<file path="config.mk">
export PLATFORM = sky130hd
export DESIGN_NAME = vga_sync_decoder
export DESIGN_NICKNAME = d
export VERILOG_FILES = /design/src/rtl/vga_sync_decoder.sv
export SDC_FILE = /design/constraint.sdc
export NUM_CORES = 1
export LEC_CHECK = 0
export CELL_PAD_IN_SITES_DETAIL_PLACEMENT = 0
export CELL_PAD_IN_SITES_GLOBAL_PLACEMENT = 1
export CORE_ASPECT_RATIO = 1.4
export CORE_MARGIN = 2
export CORE_UTILIZATION = 39
export CTS_CLUSTER_DIAMETER = 80
export DETAILED_ROUTE_END_ITERATION = 8
export GPL_TIMING_DRIVEN = 0
export PLACE_DENSITY = 0.85
export SETUP_SLACK_MARGIN = 0.05
export SLEW_MARGIN = 20
export SYNTH_ARGS = -nofsm -noshare
export SYNTH_HDL_FRONTEND = slang
export SYNTH_SLANG_ARGS = --single-unit
</file>
<file path="constraint.sdc">
create_clock -name clk -period 2.6 [get_ports clk]
set_clock_uncertainty 0.05 [all_clocks]
set_input_delay 0.52 -clock clk [delete_from_list [all_inputs] [get_ports clk]]
set_output_delay 0.52 -clock clk [all_outputs]
set_load 0.01 [all_outputs]
</file>
<file path="src/rtl/vga_sync_decoder.sv">
// vga_sync_decoder: recovers raster position from hsync/vsync and qualifies lock over whole frames.
// Optional VGA_DEC_STATS_EN adds last_h_period, last_v_lines and err_count.
module vga_sync_decoder #(
  parameter int H_DISPLAY   = 640,
  parameter int H_FRONT     = 16,
  parameter int H_SYNC      = 96,
  parameter int H_BACK      = 48,
  parameter int V_DISPLAY   = 480,
  parameter int V_BOTTOM    = 10,
  parameter int V_SYNC      = 2,
  parameter int V_TOP       = 33,
  parameter int LOCK_FRAMES = 2
) (
  input  logic       clk,
  input  logic       reset,
  input  logic       hsync_in,
  input  logic       vsync_in,
  output logic [9:0] hpos_rec,
  output logic [9:0] vpos_rec,
  output logic       display_on_rec,
  output logic       locked,
  output logic       frame_start,
  output logic       sync_err
`ifdef VGA_DEC_STATS_EN
  ,
  output logic [10:0] last_h_period,
  output logic [10:0] last_v_lines,
  output logic [7:0]  err_count
`endif
);
  localparam int H_TOTAL      = H_DISPLAY + H_FRONT + H_SYNC + H_BACK;
  localparam int V_TOTAL      = V_DISPLAY + V_BOTTOM + V_SYNC + V_TOP;
  localparam int H_SYNC_START = H_DISPLAY + H_FRONT;
  localparam int V_SYNC_START = V_DISPLAY + V_BOTTOM;
  typedef enum logic [1:0] {SEARCH, MEASURE, LOCKED} state_t;
  state_t      state;
  logic        hs_d, vs_d, bad, first_rise;
  logic [10:0] h_period, lines, lines_tot;
  logic [7:0]  good_frames;
  logic        h_rise, v_rise, h_wrap, line_bad, timeout, frame_ok, err_now;
  always_comb begin
    h_rise    = hsync_in & ~hs_d;
    v_rise    = vsync_in & ~vs_d;
    h_wrap    = ~h_rise && hpos_rec == 10'(H_TOTAL - 1);
    // the first rise after arming has no trustworthy reference period
    line_bad  = h_rise && h_period != 11'(H_TOTAL) && state != SEARCH && !(state == MEASURE && first_rise);
    timeout   = h_period >= 11'(2 * H_TOTAL);
    lines_tot = lines + 11'(h_rise);
    frame_ok  = lines_tot == 11'(V_TOTAL) && !bad && !line_bad;
    err_now   = state == LOCKED && (line_bad || timeout || (v_rise && !frame_ok));
  end
  assign locked         = state == LOCKED;
  assign display_on_rec = locked && hpos_rec < 10'(H_DISPLAY) && vpos_rec < 10'(V_DISPLAY);
  always_ff @(posedge clk) begin
    if (reset) begin
      state       <= SEARCH;
      hs_d        <= 1'b0;
      vs_d        <= 1'b0;
      hpos_rec    <= '0;
      vpos_rec    <= '0;
      h_period    <= '0;
      lines       <= '0;
      good_frames <= '0;
      bad         <= 1'b0;
      first_rise  <= 1'b0;
      frame_start <= 1'b0;
      sync_err    <= 1'b0;
    end else begin
      hs_d        <= hsync_in;
      vs_d        <= vsync_in;
      hpos_rec    <= h_rise ? 10'(H_SYNC_START) : hpos_rec == 10'(H_TOTAL - 1) ? '0 : hpos_rec + 10'd1;
      vpos_rec    <= v_rise ? 10'(V_SYNC_START) : !h_wrap ? vpos_rec : vpos_rec == 10'(V_TOTAL - 1) ? '0 : vpos_rec + 10'd1;
      h_period    <= h_rise ? 11'd1 : h_period == '1 ? h_period : h_period + 11'd1;
      lines       <= v_rise ? '0 : (h_rise && lines != '1) ? lines + 11'd1 : lines;
      bad         <= v_rise ? 1'b0 : bad | line_bad;
      frame_start <= locked && v_rise;
      sync_err    <= err_now;
      if (h_rise && state == MEASURE) first_rise <= 1'b0;
      case (state)
        SEARCH:
          if (v_rise) begin
            state       <= MEASURE;
            good_frames <= '0;
            first_rise  <= 1'b1;
          end
        MEASURE:
          if (timeout) state <= SEARCH;
          else if (v_rise) begin
            good_frames <= frame_ok ? good_frames + 8'd1 : '0;
            if (frame_ok && good_frames + 8'd1 == 8'(LOCK_FRAMES)) state <= LOCKED;
          end
        LOCKED:
          if (err_now) state <= SEARCH;
        default: state <= SEARCH;
      endcase
    end
  end
`ifdef VGA_DEC_STATS_EN
  always_ff @(posedge clk) begin
    if (reset) begin
      last_h_period <= '0;
      last_v_lines  <= '0;
      err_count     <= '0;
    end else begin
      if (h_rise) last_h_period <= h_period;
      if (v_rise) last_v_lines <= lines_tot;
      if (err_now && err_count != 8'hff) err_count <= err_count + 8'd1;
    end
  end
`endif
endmodule

</file>
## Word-level counts from Yosys, hierarchy flattened

Index checks and enable logic that the tools add are counted.
W data, S select, Z words.

- Bits in registers: 58

- Bitwise gates (word level): 6
- Eq/ne operators: 16
- Add/subtract/negate cells: 6
- Order comparisons: 3
- Reductions and logical operators: 30
- Multiplexer cells: 21

Operators by type and width:

| kind | number |
|---|---|
| $mux W8 | 4 |
| $mux W10 | 3 |
| $add A11 B1 Y11 const B | 2 |
| $add A10 B1 Y10 const B | 2 |
| $eq A10 B10 Y1 const B | 2 |
| $mux W9 | 2 |
| $pmux W8 S2 | 1 |
| $logic_and A1 B1 Y1 | 15 |
| $add A11 B1 Y11 | 1 |
| $eq A11 B10 Y1 const B | 1 |
| $eq A11 B11 Y1 const B | 1 |
| $ge A11 B11 Y1 const B | 1 |
| $ne A11 B10 Y1 const B | 1 |
| $ne A11 B11 Y1 const B | 1 |
| $lt A10 B10 Y1 const B | 1 |
| $lt A10 B9 Y1 const B | 1 |
| $mux W2 | 5 |
| $add A8 B1 Y8 const B | 1 |
| $eq A8 B2 Y1 const B | 1 |
| $ne A2 B2 Y1 const B | 4 |
| $reduce_and A4 Y1 | 2 |
| $pmux W2 S3 | 1 |
| $reduce_bool A2 Y1 | 3 |
| $mux W1 | 5 |
| 13 further kinds | 21 |

## Longest topological paths before layout

- Depth after elaboration: 13
- Depth in mapped cells: 11

## Worst setup path after synthesis

Ideal clock, no wire load.

- Path type: input port to flip-flop
- Start point: in hsync_in
- End point: reg good_frames[2]
- Slack: -136 ps
- Stages: 10
- Arrival: 2619 ps
- Cell sequence: nand2b_2 -> inv_1 -> ha_1 -> ha_1 -> or4b_1 -> a311o_1 -> nor4_4 -> buf_6 -> o211ai_2 -> a21oi_2

- Longest elaborated chain between the ends: 10
- Elaborated cells between the ends (all ways): 13
- Those cells by class: add/sub (1); eq/ne (1); mux (4); bitwise (1); reduce/logical (6)

Ends and longest elaborated chain:

| item | line | text |
|---|---|---|
| start: declaration | 16 | `input logic hsync_in,` |
| $and A1 B1 Y1 (*) | 42 | `h_rise = hsync_in & ~hs_d;` |
| parallel branches: the longest is 4 deep, another holds $add A11 B1 Y11 | - |  |
| $logic_and A1 B1 Y1 (*) | 49 | `frame_ok = lines_tot == 11'(V_TOTAL) && !bad && !line_bad;` |
| $mux W8 (*) | 89 | `good_frames <= frame_ok ? good_frames + 8'd1 : '0;` |
| $mux W8 (*) | 88 | `else if (v_rise) begin` |
| $mux W8 (*) | 87 | `if (timeout) state <= SEARCH;` |
| $pmux W8 S2 (*) | 79 | `case (state)` |
| end signal: assignment | 89 |  |
| end: declaration | 39 | `logic [7:0] good_frames;` |

Mark *: on every way between the ends. The select of a mux whose other input is x is not followed.
A chain may end at the register's enable or synchronous reset.

## Worst setup path after layout

- Start point: reg hs_d
- End point: reg state[1]

- Longest elaborated chain between the ends: 13
- Elaborated cells between the ends (all ways): 19
- Those cells by class: add/sub (1); eq/ne (3); bitwise (2); reduce/logical (13)

Ends and longest elaborated chain:

| item | line | text |
|---|---|---|
| start: declaration | 37 | `logic hs_d, vs_d, bad, first_rise;` |
| start signal: assignment | 69 | `hs_d <= hsync_in;` |
| $not A1 Y1 (*) | 42 |  |
| $and A1 B1 Y1 (*) | 42 |  |
| parallel branches: the longest is 10 deep, another holds $add A11 B1 Y11 | - |  |
| $reduce_and A4 Y1 (no source line) (*) | - |  |
| end signal: assignment | 56 | `state <= SEARCH;` |
| end signal: assignment | 82 | `state <= MEASURE;` |
| end signal: assignment | 87 |  |
| end: declaration | 36 | `state_t state;` |

Mark *: on every way between the ends.

==> results_dict.tcl <==
set metrics [dict create \
    numClockSinks 58 \
    ant_nets 0 \
    period_minus_slack_ps 2500 \
    synth_enable_flop_cells 0 \
    firstDrtPassIters 4 \
    design.core.area_um2 7650 \
    arrival_ps 2710 \
    post-route-cell-area_um2 3740 \
    area_growth_from_synthesis_to_final_layout_pct 22.8 \
    ys_seq_elements 58 \
    avgSynthCellArea_um2 8.18 \
    synthesis.nets 386 \
    antenna_found_initial 0 \
    final-hold-violation-count 0 \
    max-clock-path-buffers 2 \
    floorplan.die.width_um 78.6 \
    grt_overflow 0 \
    synthFlopType "sky130_fd_sc_hd__dfxtp_1" \
    clock_insertion_delay_worst_skew_ps 340 \
    numCtsBuffers 9 \
    dpl.cell_count 499 \
    cap_viol_max_count 0 \
    rd_place_congestion 0.760 \
    report.final.setup_viol 0 \
    seq_pwr_share_pct 48.2 \
    fin_hold_ws_ps 400 \
    drive_gt1_share_pct 10.2 \
    detailedPlace.worstSlack_ps -793 \
    synth_warnings 0 \
    critPathRequiredTime_ps 2820 \
    run_status "finished, final reports clean" \
    ios 28 \
    initial_core_util_pct 39.7 \
    synth_seq_area_share_pct 38.2 \
    p_sw_mw 0.452 \
    clkTransAtPathRegs_ps 60 \
    post_synth_most_frequent_cells "sky130_fd_sc_hd__dfxtp_1 (58), sky130_fd_sc_hd__nor2_1 (49), sky130_fd_sc_hd__nand2_1 (33)" \
    syn_area_um2 3040 \
    power.ir.vdd_worst_mv 0.245 \
    die_area_um2 8530 \
    postLayoutSetupSlackWorst_ps 103 \
    syn-instance-count 372 \
    power.density_cell_area_nw_per_um2 522 \
    die_h_um 108 \
    drc_errors 0 \
    slew_worst_pin_ps 812 \
    htree_num_levels 3 \
    min-delay-path-class "in2reg" \
    intPower_mw 1.50 \
    p_leak_nw 1.31 \
    period_share_pct 96.0 \
    global_route.usage.total_pct 17.6 \
    power_mw 1.95 \
    synthDominantCellAreaShare_pct 38.2 \
    postRouteWirelength_mm 6.97 \
    post_layout_nonfiller_instances 520 \
    cts-hold-fix-buffers 0 \
    swShare_pct 23.2 \
    antenna-diode-count 0 \
    combinational_fraction_of_design_power_pct 7.7 \
    synth_largest_area_cell "sky130_fd_sc_hd__dfxtp_1" \
    max_slew_margin_pct 45.4 \
    drv_slew 0 \
    synth_most_common_cell "sky130_fd_sc_hd__dfxtp_1" \
    route.detailed.vias_per_inst 5.20 \
    rows 38 \
    worst-setup-path-type "reg2reg" \
    cts_tree "done" \
    yosys-top-cells-area "sky130_fd_sc_hd__dfxtp_1 (38%), sky130_fd_sc_hd__nor2_1 (6.0%), sky130_fd_sc_hd__xnor2_1 (5.5%)" \
    critPathLaunchType "register" \
    grt_setup_unrepaired "yes" \
    num-nets-final 430 \
    initialDrtViolationCount 87 \
    dpl.hpwl_mm 4.93 \
    fmaxAchievable_ghz 0.401 \
    grt_pass1_wl_mm 11.8 \
    port_buffers 27 \
    grt_max_degree 11 \
    nFillCells 770 \
    share_clk_of_total_power_pct 44.2 \
    cts_root_buffer "sky130_fd_sc_hd__clkbuf_8" \
    avgRoutedWirePerCell_um 13.4 \
    via_count_of_the_first_global_routing_pass 2581 \
    post_dp_cell_area_um2 3470 \
    synth.lib_cells_used.distinct 54 \
    num_vias 2706 \
    crit_path_max_fanout 5 \
    postSynth.asyncResetShare_pct 0 \
    critPathCaptureType "register" \
]
-- per-layer routing --
| layer | track usage, % | vias up | wire (um) | part of all wire (%) |
|---|---|---|---|---|
| li1 | - | 1389 | - | - |
| met1 | 19.9 | 1274 | 3070 | 44 |
| met2 | 31.3 | 36 | 3610 | 52 |
| met3 | 3.76 | 7 | 178 | 2.6 |
| met4 | 7.89 | 0 | 110 | 1.6 |
| met5 | 0 | - | 0 | 0 |
-- placed cells by master, fill, tap and decap left out, types with 12 or more instances in the layout --
cell type and instances:
sky130_fd_sc_hd__a21oi_1 21, sky130_fd_sc_hd__clkbuf_8 12, sky130_fd_sc_hd__clkdlybuf4s50_1 26, sky130_fd_sc_hd__dfxtp_1 57
sky130_fd_sc_hd__inv_1 14, sky130_fd_sc_hd__nand2_1 32, sky130_fd_sc_hd__nand3_1 21, sky130_fd_sc_hd__nand4_1 12
sky130_fd_sc_hd__nor2_1 48, sky130_fd_sc_hd__xnor2_1 19, sky130_fd_sc_hd__xor2_1 14
-- final cells by class --
cell class | count | area [um2] | share of cell area (%)
Clock inverter | 2 | 35.0 | 0.938
Tap cell | 100 | 125 | 3.35
Multi-Input combinational cell | 286 | 1820 | 48.7
Inverter | 15 | 61.3 | 1.64
Buffer | 13 | 57.6 | 1.54
Clock buffer | 13 | 169 | 4.52
Sequential cell | 58 | 1160 | 31.1
Timing Repair Buffer | 33 | 308 | 8.24
-- power groups by stage --
stage | Clock [mW] | Combinational (mW) | Sequential [mW]
after detailed placement | 0 | 0.145 | 0.958
final | 0.861 | 0.149 | 0.939
after CTS | 0.886 | 0.150 | 0.938
after floorplan | 0 | 0.0838 | 0.959
after global placement | 0 | 0.143 | 0.958
after global routing | 0.921 | 0.166 | 0.941
-- kinds of logic after synthesis --
family / count (synthesis) / synth area share [%]
AO/OA/AOI/OAI: 59 / 12.3
XOR/XNOR: 33 / 9.50
multiplexers: 1 / 0.329
flip-flops: 58 / 38.2
AND/OR/NAND/NOR: 183 / 31.8
adder cells (fa/ha/maj): 10 / 4.11
buffers and inverters: 28 / 3.74
-- repair_timing --
| item | CTS | global route |
|---|---|---|
| setup buffers | 4 | 1 |
| pin swaps | 5 | 1 |
| setup endpoints to repair | 11 | 11 |
| gates resized for setup | 7 | 5 |
| cloned | 1 | 0 |
-- metrics by stage --
stage          TNS [ps]  utilization (%)
2_1_floorplan         0                -
3_3_place_gp      -8180             45.3
3_5_place_dp      -8310             45.3
4_1_cts               0             48.5
5_1_grt               0             48.8
6_report              0             48.8
-- sequential cells by signal, indices dropped and copies added, names as in the netlist --
| signal | flops |
|---|---|
| hpos_rec | 10 |
| hs_d | 1 |
| lines | 11 |
| state | 2 |
| good_frames | 8 |
| sync_err | 1 |
| h_period | 11 |
| bad | 1 |
| vpos_rec | 10 |
| first_rise | 1 |
| frame_start | 1 |
| vs_d | 1 |
-- critical path: stages, from the launching register on --
cell	delay [ps]
sky130_fd_sc_hd__dfxtp_2	310
sky130_fd_sc_hd__nand2b_4	150
sky130_fd_sc_hd__inv_6	40
sky130_fd_sc_hd__ha_4	160
sky130_fd_sc_hd__ha_4	200
sky130_fd_sc_hd__or4b_1	470
sky130_fd_sc_hd__a311o_1	380
sky130_fd_sc_hd__nor4_4	130
sky130_fd_sc_hd__buf_4	170
sky130_fd_sc_hd__buf_6	130
sky130_fd_sc_hd__nand4_1	90
sky130_fd_sc_hd__o22ai_1	150
-- path summary, 6_finish.rpt --
check                   from                    end  cells after the start  slack [ps]
max          hs_d$_SDFF_PP0_  state[1]$_SDFFE_PP0P_                     11         100
min                 hsync_in        hs_d$_SDFF_PP0_                      2         400
max reg2reg  hs_d$_SDFF_PP0_  state[1]$_SDFFE_PP0P_                     11         100
min reg2reg   bad$_SDFF_PP0_         bad$_SDFF_PP0_                      2         430
(Power assumes the default switching activity.)
==> RTL change 1 (same settings) <==
The 3 states of `state_t` get a one-hot encoding in 3 bits.
--- a/src/rtl/vga_sync_decoder.sv
+++ b/src/rtl/vga_sync_decoder.sv
@@ -32,7 +32,7 @@
   localparam int V_TOTAL      = V_DISPLAY + V_BOTTOM + V_SYNC + V_TOP;
   localparam int H_SYNC_START = H_DISPLAY + H_FRONT;
   localparam int V_SYNC_START = V_DISPLAY + V_BOTTOM;
-  typedef enum logic [1:0] {SEARCH, MEASURE, LOCKED} state_t;
+  typedef enum logic [2:0] {SEARCH = 3'b001, MEASURE = 3'b010, LOCKED = 3'b100} state_t;
   state_t      state;
   logic        hs_d, vs_d, bad, first_rise;
   logic [10:0] h_period, lines, lines_tot;
Check against the original RTL: same outputs for any inputs over 10 cycles, from zero or initial values and one cycle with reset high; not proved beyond that.
==> RTL change 1 against the original RTL <==
  * The run now ends with negative setup slack left
  * Sequential power up 2%
  * Worst setup slack worse by 0.19 ns
  * Area after synthesis up 0.86%
  * Cell area up 1.2%
  * Wire length down 4.5%
  * Total power up 5.1%
  * Sequential cell count up 1
  * Largest power group unchanged
  * Highest routed layer unchanged
==> RTL change 1: results (changes against the original RTL) <==
vias in the first global route 2509 (-2.8%); gr usage total 0.168 (-0.00797); number of fill cells 771 (+0.13%); hold path startpoint bad; sequential power 0.000954 W (+2%); number of synthesized register bits 59 (+1.7%); Reg area 0.00118 sq mm (+1.7%); Compound-Gate Fraction of Synth Area 0.136 (+0.0124); Peak VDD IR 0.000228 V (-6.8%); static leakage 1.35 nW (+2.4%); min setup slack post-route -0.0885 ns (-0.192 ns); Clock-cell share 0.0596 (+0.00499); post-place setup slack -1.04 ns (-0.243 ns); Root Buffer Master clkbuf_8; Routability Congestion 0.895 (+18%); asr flop ratio synth 0 (unchanged); top cells by area, synth dfxtp_1 38%, nor2_1 5.8%, xnor2_1 5.4%; NumNets Final 426 (-0.93%); worst min path class reg2reg; Design Power 0.00205 W (+5.1%); worst path arrival time 2.91 ns (+0.20 ns); pin count of the biggest net entering global routing 13 (+2); failing checks negative setup slack; Multi-input gate area 0.00183 sq mm (+0.41%); Synth Area in XOR/XNOR 0.0942 (-0.000814); DR iter-0 viols 143 (+64%); Non-Clock Buffer Area Fraction 0.0950 (-0.00279); critical path peak fanout 4 (-1); CP Class reg2reg; Post-DP HPWL 4.79 mm (-2.8%); share of cells above drive strength 1 0.110 (+0.00793); setup_tns -0.295 ns (-0.295 ns); number of non-clock inverters in the layout 16 (+1); Buffers, non-clock 42 (-8.7%); multi-input gates 284 (-0.70%); first-pass GRT wire length 11.7 mm (-1.2%); Post-Synth Adder-Cell Area 0.0408 (-0.000352); clk buf depth 2 (unchanged); slowest stage cell, crit path or4_4; Routed WL 6.66 mm (-4.5%); register area share after synthesis 0.385 (+0.00326); Synth Net Count 384 (-0.52%); Synth top cells by count 59 x dfxtp_1, 47 x nor2_1, 34 x nand2_1; status complete, but fails checks; max incr delay on CP 0.51 ns (+0.04 ns); Net Switching 0.000506 W (+12%); DR vias 2657 (-1.8%); clock buffers 9 (-4); Max-slew headroom 0.455 (+0.000586); final setup fails 4 (+4); r2r endpoint good_frames[0]; PortBufs 26 (-3.7%); R2R depth 9 (-2); multiplexer area fraction after synthesis 0.00326 (-0.0000282)
-- RTL change 1: per-stage QoR --
| step | hold slack, ns | util | area, sq um | instances |
|---|---|---|---|---|
| floorplan | 0.381 | - | 3120 | 370 |
| global placement | 0.402 | 0.455 | 3500 | 496 |
| detailed placement | 0.401 | 0.455 | 3500 | 496 |
| CTS | 0.417 | 0.487 | 3750 | 516 |
| global route | 0.429 | 0.491 | 3780 | 517 |
| finish | 0.411 | 0.491 | 3780 | 517 |
-- RTL change 1: cells by family after synthesis --
group	after synthesis
and+or+nand+nor	179
AOI/OAI and AO/OA	61
DFF	59
xor gates and xnor gates	33
buffers and inverters	27
adders and majority gates	10
muxes	1
-- RTL change 1: what timing repair did --
item / CTS / global route
pin swaps: 8 / 8
setup endpoints to repair: 12 / 12
buffers inserted: 5 / 2
gates resized for setup: 7 / 6
-- RTL change 1: routing by layer --
| layer | part of all wire | up-vias | GRT usage |
|---|---|---|---|
| met5 | 0 | - | 0 |
| met4 | 0.012 | 0 | 0.0517 |
| met3 | 0.028 | 9 | 0.0397 |
| met2 | 0.50 | 34 | 0.277 |
| met1 | 0.46 | 1233 | 0.217 |
| li1 | - | 1381 | - |
-- RTL change 1: worst min-delay path by stage --
stage | to | slack, ns | cells past startpoint
after floorplan | bad | 0.38 | 2
after global placement | bad | 0.40 | 2
after detailed placement | bad | 0.40 | 2
after CTS | bad | 0.42 | 2
after global routing | hs_d | 0.43 | 2
final | bad | 0.41 | 2
-- RTL change 1: worst register-to-register path: stages (launching register included) --
cell and delay, ns:
dfxtp_1 0.32, nand2b_4 0.14, inv_4 0.04, ha_4 0.17, ha_4 0.20, or4_1 0.40, a221o_1 0.32, or4_4 0.52
or3_1 0.34, a21oi_2 0.14
==> RTL change 2 (same flow settings) <==
Made on the original files. Add a define of `VGA_DEC_STATS_EN`.
--- a/src/rtl/vga_sync_decoder.sv
+++ b/src/rtl/vga_sync_decoder.sv
@@ -1,5 +1,7 @@
 // vga_sync_decoder: recovers raster position from hsync/vsync and qualifies lock over whole frames.
 // Optional VGA_DEC_STATS_EN adds last_h_period, last_v_lines and err_count.
+`define VGA_DEC_STATS_EN
+
 module vga_sync_decoder #(
   parameter int H_DISPLAY   = 640,
   parameter int H_FRONT     = 16,
Formal check against the unedited RTL (old outputs only; new: err_count, last_h_period and last_v_lines): equivalent (equiv_simple and equiv_induct, registers matched by name and starting in step).
==> RTL change 2 against the original RTL <==
  * Critical endpoint is now good_frames[2]
  * Sequential cell count up 30
  * Fmax is 0.81% higher
  * Cell area is 48% higher
  * Total power rose by 48%
  * Worst hold slack improved by 0.011 ns
  * Area after synthesis is 40% higher
  * Critical path type unchanged
  * Via count rose by 44%
  * Highest routed layer unchanged
  * Worst setup slack gained 0.020 ns
  * Wire length grew 51%
  * Sequential share of layout area grew 0.82 points
  * Non-clock buffer count is 48 higher
==> RTL change 2: results (changes against the original RTL) <==
pin count of the biggest net entering global routing 20 (+9); critical path peak fanout 5 (unchanged); Post-DP HPWL 7.56 mm (+53%); top cells by area, synth dfxtp_1 41%, nand2_1 5.4%, nor2_1 4.8%; Worst-Margin Slew 0.878 ns (+0.0654 ns); Placed Area 0.00509 sq mm (+47%); Peak VDD IR 0.000322 V (+31%); register area share after synthesis 0.413 (+0.0315); Synth Net Count 521 (+35%); static leakage 1.93 nW (+47%); vias in the first global route 3650 (+41%); clk buf depth 2 (unchanged); Routability Congestion 0.826 (+8.6%); clock slew at reported path FFs 0.06 ns (about the same); Diodes inserted 0 (unchanged); Compound-Gate Fraction of Synth Area 0.144 (+0.0201); share of cells above drive strength 1 0.112 (+0.0101); PortBufs 57 (+110%); Post-Synth Adder-Cell Area 0.0323 (-0.00885); worst path arrival time 2.72 ns (about the same); gr usage total 0.181 (+0.00481); DR vias 3904 (+44%); CTS buffer count 9 (unchanged); number of fill cells 1009 (+31%); number of synthesized register bits 88 (+52%); Routed WL per cell 14.4 um (+7.8%); first-pass GRT wire length 17.3 mm (+46%); worst min path class in2reg; max incr delay on CP 0.32 ns (-0.15 ns); First-pass DRT Iterations 4 (unchanged); asr flop ratio synth 0 (unchanged); clock latency on the worst-skew pair 0.34 ns (about the same); htree depth 3 (unchanged); NumNets Final 598 (+39%); Synth top cells by count 88 x dfxtp_1, 61 x nand2_1, 55 x nor2_1; initial antenna violation count 0 (unchanged); unique cell type count in the Yosys netlist 53 (-1.9%); CP Class reg2reg; Root Buffer Master clkbuf_16; multiplexer area fraction after synthesis 0.0147 (+0.0114); Synth Area in XOR/XNOR 0.0699 (-0.0252); Ys Warns 0 (unchanged); DR iter-0 viols 185 (+110%); slowest stage cell, crit path dfxtp_1; status finished clean
## RTL change 2: where the power goes
part	total [W]	switching (W)	internal, W	leakage (nW)
clock	0.00129	0.000522	0.000768	0.142
combinational	0.000192	0.000105	0.0000872	1.08
sequential	0.00141	0.0000332	0.00137	0.714
## RTL change 2: worst max-delay path: cells and delay by family (launching register included)
family / cells / cell delay, ns
AO/OA/AOI/OAI: 3 / 0.66
AND/OR/NAND/NOR: 4 / 0.69
adder cells (fa/ha/maj): 1 / 0.16
buffers and inverters: 4 / 0.53
flip-flops: 1 / 0.32
## RTL change 2: path summary, 6_finish.rpt
check | from | to | slack, ns | cells past startpoint
min reg2reg | last_h_period[3] | last_h_period[3] | 0.41 | 2
max reg2reg | hs_d | good_frames[2] | 0.12 | 12
max | hs_d | good_frames[2] | 0.12 | 12
min | hsync_in | hs_d | 0.41 | 2
## RTL change 2: kinds of logic after synthesis
| kind of cell | Yosys count |
|---|---|
| and+or+nand+nor | 230 |
| AOI/OAI and AO/OA | 97 |
| DFF | 88 |
| muxes | 6 |
| adders and majority gates | 11 |
| buffers and inverters | 40 |
| xor gates and xnor gates | 34 |
## RTL change 2: repair_timing
action / CTS / global route
gates resized for setup: 9 / 11
buffers inserted: 3 / 7
gates cloned: 1 / 0
pin swaps: 6 / 13
endpoints found under the setup margin: 19 / 19
hold buffers: 0 / 0
## RTL change 2: per-stage QoR
step           setup WS (ns)  std cells  TNS (ns)
6_report               0.123        728         0
5_1_grt               0.0161        728         0
4_1_cts               0.0452        721         0
3_5_place_dp          -0.979        704    -16.13
3_3_place_gp          -0.973        704    -16.01
2_1_floorplan        -0.0574        506    -0.172
## RTL change 2: final cells by class
class                           instances  area [sq um]  area share
Tap cell                              141           176      0.0320
Timing Repair Buffer                   68           646       0.117
Sequential cell                        88          1760       0.319
Multi-Input combinational cell        378          2430       0.440
Clock buffer                           11           243      0.0440
Clock inverter                          4          55.1     0.00998
Buffer                                 26           159      0.0288
Inverter                               12          47.5     0.00862
## RTL change 2: routing by layer
layer	wire, um	part of all wire	up-vias	track usage
met4	304	0.029	0	0.0939
li1	-	-	1941	-
met5	0	0	-	0
met2	5200	0.49	92	0.307
met1	4690	0.45	1850	0.221
met3	323	0.031	21	0.0247
